### src/rtl/cpu_pkg.sv
// cpu_pkg: shared widths, reset PC and fetch FSM states for the 8-bit CPU
package cpu_pkg;
    localparam int ADDR_W = 8;
    localparam int INSTR_W = 24;
    localparam logic [ADDR_W-1:0] RESET_PC = '0;
    typedef enum logic {RUN, HALTED} fetch_state_t;
endpackage

### src/rtl/fetch_buf.sv
// fetch_buf: 1- or 2-entry FIFO of {pc, instr}; entry 0 is the head seen by the decoder
module fetch_buf #(
    parameter int DEPTH = 1,
    parameter int W = 32
) (
    input  logic                         clk,
    input  logic                         rst,
    input  logic                         push,
    input  logic                         pop,
    input  logic                         flush,
    input  logic [W-1:0]                 din,
    output logic [W-1:0]                 head,
    output logic [$clog2(DEPTH+1)-1:0]   count
);
    localparam int CW = $clog2(DEPTH + 1);
    logic [W-1:0] mem [DEPTH];
    logic [W-1:0] mem_d [DEPTH];
    logic [CW-1:0] count_d;
    // shift forward on pop, write the new word right behind the surviving entries
    always_comb begin
        for (int i = 0; i < DEPTH; i++) begin
            mem_d[i] = (pop && i + 1 < DEPTH) ? mem[(i + 1) % DEPTH] : mem[i];
            if (push && i == int'(count) - int'(pop)) mem_d[i] = din;
        end
        count_d = flush ? '0 : count + CW'(push) - CW'(pop);
    end
    // storage and occupancy registers; flush only clears occupancy
    always_ff @(posedge clk or negedge rst) begin
        if (!rst) begin
            mem <= '{default: '0};
            count <= '0;
        end else begin
            mem <= mem_d;
            count <= count_d;
        end
    end
    assign head = mem[0];
endmodule

### src/rtl/fetch_unit.sv
// fetch_unit: PC, ROM read issue and decoder handshake; FETCH_SKID_EN selects a 2-entry buffer for full-rate fetch
module fetch_unit #(
    parameter int ADDR_W = cpu_pkg::ADDR_W,
    parameter int INSTR_W = cpu_pkg::INSTR_W,
    parameter logic [ADDR_W-1:0] RESET_PC = cpu_pkg::RESET_PC
) (
    input  logic               clk,
    input  logic               rst,
    output logic               rom_en,
    output logic [ADDR_W-1:0]  rom_addr,
    input  logic [INSTR_W-1:0] rom_data,
    output logic [INSTR_W-1:0] instr,
    output logic [ADDR_W-1:0]  instr_pc,
    output logic               instr_valid,
    input  logic               instr_ready,
    input  logic               redirect,
    input  logic [ADDR_W-1:0]  redirect_pc,
    input  logic               halt
);
    import cpu_pkg::*;
`ifdef FETCH_SKID_EN
    localparam int CAP = 2;
`else
    localparam int CAP = 1;
`endif
    localparam int CW = $clog2(CAP + 1);
    fetch_state_t state_q, state_d;
    logic [ADDR_W-1:0] pc, rd_pc;
    logic outstanding, drop, push, pop, can_issue;
    logic [CW-1:0] count;
    logic [ADDR_W+INSTR_W-1:0] head;
    assign pop = instr_valid & instr_ready;
    assign push = outstanding & ~drop;
    assign instr_valid = count != '0;
    assign {instr_pc, instr} = head;
    assign rom_addr = pc;
`ifdef FETCH_SKID_EN
    assign can_issue = CAP - int'(count) - int'(outstanding) + int'(pop) > 0;
`else
    assign can_issue = !outstanding && CAP - int'(count) + int'(pop) > 0;
`endif
    // halt FSM; a fetch goes out only when running, not redirecting and a slot is free
    always_comb begin
        state_d = state_q;
        case (state_q)
            RUN:     if (halt) state_d = HALTED;
            HALTED:  if (!halt) state_d = RUN;
            default: state_d = RUN;
        endcase
        rom_en = rst && state_d == RUN && !redirect && can_issue;
    end
    // pc, in-flight read tracking and FSM state; redirect overrides sequential fetch
    always_ff @(posedge clk or negedge rst) begin
        if (!rst) begin
            state_q <= RUN;
            pc <= RESET_PC;
            rd_pc <= RESET_PC;
            outstanding <= 1'b0;
            drop <= 1'b0;
        end else begin
            state_q <= state_d;
            outstanding <= rom_en;
            drop <= redirect & outstanding;
            if (rom_en) rd_pc <= pc;
            pc <= redirect ? redirect_pc : rom_en ? pc + 1'b1 : pc;
        end
    end
    fetch_buf #(.DEPTH(CAP), .W(ADDR_W + INSTR_W)) u_buf (
        .clk   (clk),
        .rst   (rst),
        .push  (push),
        .pop   (pop),
        .flush (redirect),
        .din   ({rd_pc, rom_data}),
        .head  (head),
        .count (count)
    );
endmodule

### config.mk
export PLATFORM = sky130hd
export DESIGN_NAME = fetch_unit
export DESIGN_NICKNAME = d
export VERILOG_FILES = /design/src/rtl/cpu_pkg.sv /design/src/rtl/fetch_buf.sv /design/src/rtl/fetch_unit.sv
export SDC_FILE = /design/constraint.sdc
export NUM_CORES = 1
export LEC_CHECK = 0
export ABC_AREA = 1
export CORE_AREA = 2 2 73 75
export CTS_BUF_LIST = sky130_fd_sc_hd__clkbuf_8
export DETAILED_ROUTE_END_ITERATION = 10
export DIE_AREA = 0 0 75 77
export PLACE_DENSITY = 0.79
export SETUP_SLACK_MARGIN = 0.15
export SLEW_MARGIN = 10
export SYNTH_ARGS = -nofsm -noshare
export SYNTH_HDL_FRONTEND = slang
export SYNTH_SLANG_ARGS = --single-unit
### constraint.sdc
create_clock -name clk -period 1.9 [get_ports clk]
set_clock_uncertainty 0.1 [all_clocks]
set_input_delay 0.57 -clock clk [delete_from_list [all_inputs] [get_ports clk]]
set_output_delay 0.57 -clock clk [all_outputs]
set_load 0.02 [all_outputs]
Word-level counts from Yosys, hierarchy flattened
Cells that the tools add are included.
{"block": "classes", "add_sub_neg": 6, "n_mux": 4, "order_cmp": 1, "bitwise": 5, "n_reduce_logical": 9}
{"op": "$logic_not A32 Y1", "count": 1}
{"op": "$mux W8", "count": 2}
{"op": "$add A8 B1 Y8 const B", "count": 1}
{"op": "$logic_and A1 B1 Y1", "count": 5}
{"op": "$add A2 B2 Y3", "count": 1}
{"op": "$and A1 B1 Y1", "count": 3}
{"op": "$gt A3 B1 Y1 const B", "count": 1}
{"op": "$logic_not A1 Y1", "count": 2}
{"op": "$mux W1", "count": 2}
{"op": "$not A1 Y1", "count": 2}
{"op": "$reduce_bool A2 Y1", "count": 1}
{"op": "$sub A1 B1 Y2", "count": 1}
{"op": "$sub A1 B1 Y2 const A", "count": 1}
{"op": "$add A1 B1 Y1", "count": 1}
{"op": "$sub A1 B1 Y1", "count": 1}
{"block": "totals", "out_inout_bits": 42, "ff_bits": 51, "wordCells": 31, "in_bits": 37}

Depth between registers and ports, before layout
{"block": "logic_depth", "depth_word": 7, "mapped_depth": 7, "mapped_depth_nobuf": 7}

By module
From an unflattened synthesis, not the netlist that was laid out.
{"block": "hier_totals", "hier_cells": 268, "hier_area_um2": 2356.0}
{"module": "fetch_buf", "n_inst": 1, "cells_each": 150, "seq_area_each_um2": 825.8, "area_each_um2": 1366.3}
{"module": "fetch_unit", "n_inst": 1, "cells_each": 118, "seq_area_each_um2": 450.4, "area_each_um2": 989.7}

Worst setup path after synthesis
OpenSTA, ideal clock, no wires.
{"block": "synth_path", "path_kind": "input -> output", "from": "input instr_ready", "to": "output rom_en", "required_time_ns": 1.230, "path_stages": 5, "slack_ns": 0.155, "path_buffers": 1, "arrival_time_ns": 1.075, "cell_sequence": "inv_1 nand2_1 nand2_1 nor2_4 buf_6"}
{"block": "synth_between", "elab_chain_cells": 5}
{"element": "start: declaration", "line_no": "fetch_unit.sv:15", "source": "input logic instr_ready,"}
{"element": "$and A1 B1 Y1", "line_no": "fetch_unit.sv:32", "source": "assign pop = instr_valid & instr_ready;"}
{"element": "$add A2 B2 Y3", "line_no": "fetch_unit.sv:40", "source": "assign can_issue = !outstanding && CAP - int'(count) + int'(pop) > 0;"}
{"element": "$gt A3 B1 Y1", "line_no": "fetch_unit.sv:40"}
{"element": "$logic_and A1 B1 Y1", "line_no": "fetch_unit.sv:40"}
{"element": "$logic_and A1 B1 Y1", "line_no": "fetch_unit.sv:50", "source": "rom_en = rst && state_d == RUN && !redirect && can_issue;"}
{"element": "end: declaration", "line_no": "fetch_unit.sv:9", "source": "output logic rom_en,"}
No other way between the ends.

Worst setup path in the final report
{"block": "layout_path", "from": "register outstanding", "to": "output rom_en"}
{"block": "layout_between", "elab_chain_cells": 3}
{"element": "start: declaration", "line_no": "fetch_unit.sv:29", "source": "logic outstanding, drop, push, pop, can_issue;"}
{"element": "start signal: assignment", "line_no": "fetch_unit.sv:62", "source": "outstanding <= rom_en;"}
{"element": "$logic_not A1 Y1", "line_no": "fetch_unit.sv:40"}
{"element": "$logic_and A1 B1 Y1", "line_no": "fetch_unit.sv:40"}
{"element": "$logic_and A1 B1 Y1", "line_no": "fetch_unit.sv:50"}
No other way between the ends.

==> results.md <==
* Status: finished, final reports clean
* Global-route wire length before repair at 7950 um
* Setup TNS Final at 0 ns
* Row cnt at 26
* R2r endpoint: rd_pc[6]
* Part of the cycle the worst path needs at 0.944
* Clock slew at reported path FFs at about 0.090 ns
* Synth Warn # at 0
* Net switching power figure at roughly 0.9 mW
* Syn_area_per_cell at ~8.7 um2
* Total wire length at ~4600 um
* Maxcap violations at 0
* Worst setup EP type: output port
* Util after Layout at 0.637
* Register-to-Register Path Depth at 9
* GPL Wtd Cong at ~0.75
* Hold Crit Class: primary input to async pin
* Placed cells at between 400 and 500
* CTS tree: done
* Synthesized Nets at around 290
* Overflow after GRT at 0
* Clk pwr share at 0.226
* Routed Antenna Nets at 0
* Fin. Hold Viols at 0
* # IOs at 79
* Worst EP arrival at between 1 and 1.5 ns
* GRT Total Usage at 0.176
* Die X at around 75 um
* Peak VDD IR at about 0.35 mV
* RSZ-0062 raised after global routing: yes
* HPWL Detailed at roughly 3400 um
* Largest net degree at the start of global routing at 53
* Clk Latency, worst-skew pair at around 0.29 ns
* IO Port Bufs at 78
* # diodes at 0
* DRC at 0
* Crit path max fanout at 2
* Cell area after synthesis at around 0.0022 mm2
* Clock Sinks at just over 50
* Root Driver: clkbuf_8
* Synth unique cells at 18
* Worst r2r src: outstanding
* Cell Count, Final, Fillers Out at ~420
* Overall power at ~2.9 mW
* Slew margin rel. at 0.757
* Setup crit end: rom_en
* Sequential share of power at 0.481
* Inserted Clock Buffers at 5
* Commonest non-fill, non-tap cells in the layout: 68 x nand2_1, 50 x dfrtp_1, 45 x inv_1, 33 x dlygate4sd2_1, 32 x clkdlybuf4s50_1
* Critical path data required time at 1.23 ns
* Endpoints failing setup at 0
* Initial core utilization at 0.442
* DR vias/cell at about 4.4
* First-pass DRT Iterations at 4
* Initial antenna violation count at 0
* Total Nets Final at about 380
* Cts hold-fix bufs at 0
* Critical path class: flop to output port
* Vias in the first global route at around 1800
* Fin. max-slew vios at 0
* Area grow syn2layout at 44.1%
* Comb power frac at 0.294
* Tightest Pin Transition at ~0.36 ns
* Chip height at 77 um
* Power per cell area at around 920 mW/mm2
* Die Area at between 0.005 and 0.006 mm2
* Lkg Pwr at 1.70 nW
* Sw Share at 0.318
* Area of the core at about 0.0050 mm2
* DR vias at between 1500 and 2000
* H-tree depth at 2
* Cell count after synthesis at approximately 250
* FF+latch count, synth at 51
* WL per Instance at between 10 and 15 um
* Initial drt markers at 64
* Final hold slack at ~0.22 ns
* Min cycle time layout at approximately 1.8 ns
* Seq/Total Area, Yosys at 0.580
* Startpoint types: flop
* P_int at around 2.0 mW
* CTS Buffer Depth at 2
* Share of layout cells above drive strength 1 at 0.136
* CP startpoint: outstanding
* Most common cell after layout, fill and taps aside: nand2_1
* Fmax at about 560 MHz
* Reg2Reg Setup Slack at 0.31 ns
final cells by class:
type | instances | area, um2
Fill cell | 455 | 1810
Sequential cell | 51 | 1280
Timing Repair Buffer | 95 | 857
Multi-Input combinational cell | 146 | 676
Inverter | 46 | 173
Clock buffer | 7 | 96.3
Tap cell | 70 | 87.6
Clock inverter | 1 | 3.75
cell usage after synthesis, drive strengths merged:
library cell | count | area (um2)
dfrtp | 51 | 1280
nand3 | 24 | 130
buf | 9 | 85.1
o21ai | 42 | 210
a21oi | 1 | 5.00
nand2 | 71 | 267
nor2 | 6 | 32.5
inv | 46 | 173
ha | 1 | 12.5
or2 | 1 | 6.26
clkbuf | 1 | 3.75
how the worst min path moves through the flow:
stage	from	end	slack, ns	cells after the start
after floorplan	rst	drop	0.17	0
after global placement	u_buf.head[23]	u_buf.head[23]	0.37	2
after detailed placement	u_buf.head[24]	u_buf.head[24]	0.37	2
after CTS	rst	u_buf.head[26]	0.22	2
after global routing	rst	u_buf.head[26]	0.25	2
final	rst	u_buf.head[25]	0.22	2
kinds of logic (layout without fill, tap and decap cells):
group                      count (synthesis)  count (layout)  share of synthesized area
and+or+nand+nor                          102             102                      0.198
DFF                                       51              51                      0.580
adders and majority gates                  1               1                    0.00568
buffers and inverters                     56             149                      0.119
AOI/OAI and AO/OA                         43              43                     0.0978
registers in the layout (all words and copies together) (netlist names):
signal	cells
outstanding	1
u_buf.count	1
drop	1
rom_addr	8
u_buf.head	32
rd_pc	8
worst max-delay path: stages, from the launching register on:
cell and delay (ns):
dfrtp_1 0.39, nor2_2 0.12, nand2_2 0.09, nor2_4 0.10, buf_6 0.12
what timing repair did:
item	4_1_cts	5_1_grt
resized for setup	65	14
cloned	0	0
pin swaps	3	3
endpoints found under the setup margin	51	10
setup buffers	5	0
power groups by stage:
stage          registers (mW)  logic [mW]  clock network (mW)
5_1_grt                  1.43       0.945               0.720
3_5_place_dp             1.43       0.976                   0
4_1_cts                  1.40       0.871               0.679
2_1_floorplan            1.63       0.250                   0
6_report                 1.40       0.853               0.655
3_3_place_gp             1.42       0.958                   0
metal layers:
| layer | up-vias | GRT usage | share of wire |
|---|---|---|---|
| met5 | - | 0 | 0 |
| met4 | 0 | 0.0411 | 0.0097 |
| met3 | 6 | 0.0434 | 0.071 |
| met2 | 65 | 0.304 | 0.46 |
| met1 | 796 | 0.216 | 0.46 |
| li1 | 968 | - | - |
stage by stage:
| step | cell area [um2] | worst slack [ns] |
|---|---|---|
| floorplan | 2200 | 0.155 |
| finish | 3170 | 0.107 |
| global placement | 3090 | -0.744 |
| CTS | 3200 | 0.0200 |
| global route | 3170 | 0.0411 |
| detailed placement | 3090 | -0.746 |
Note: power is estimated with default switching activity, not from simulation.
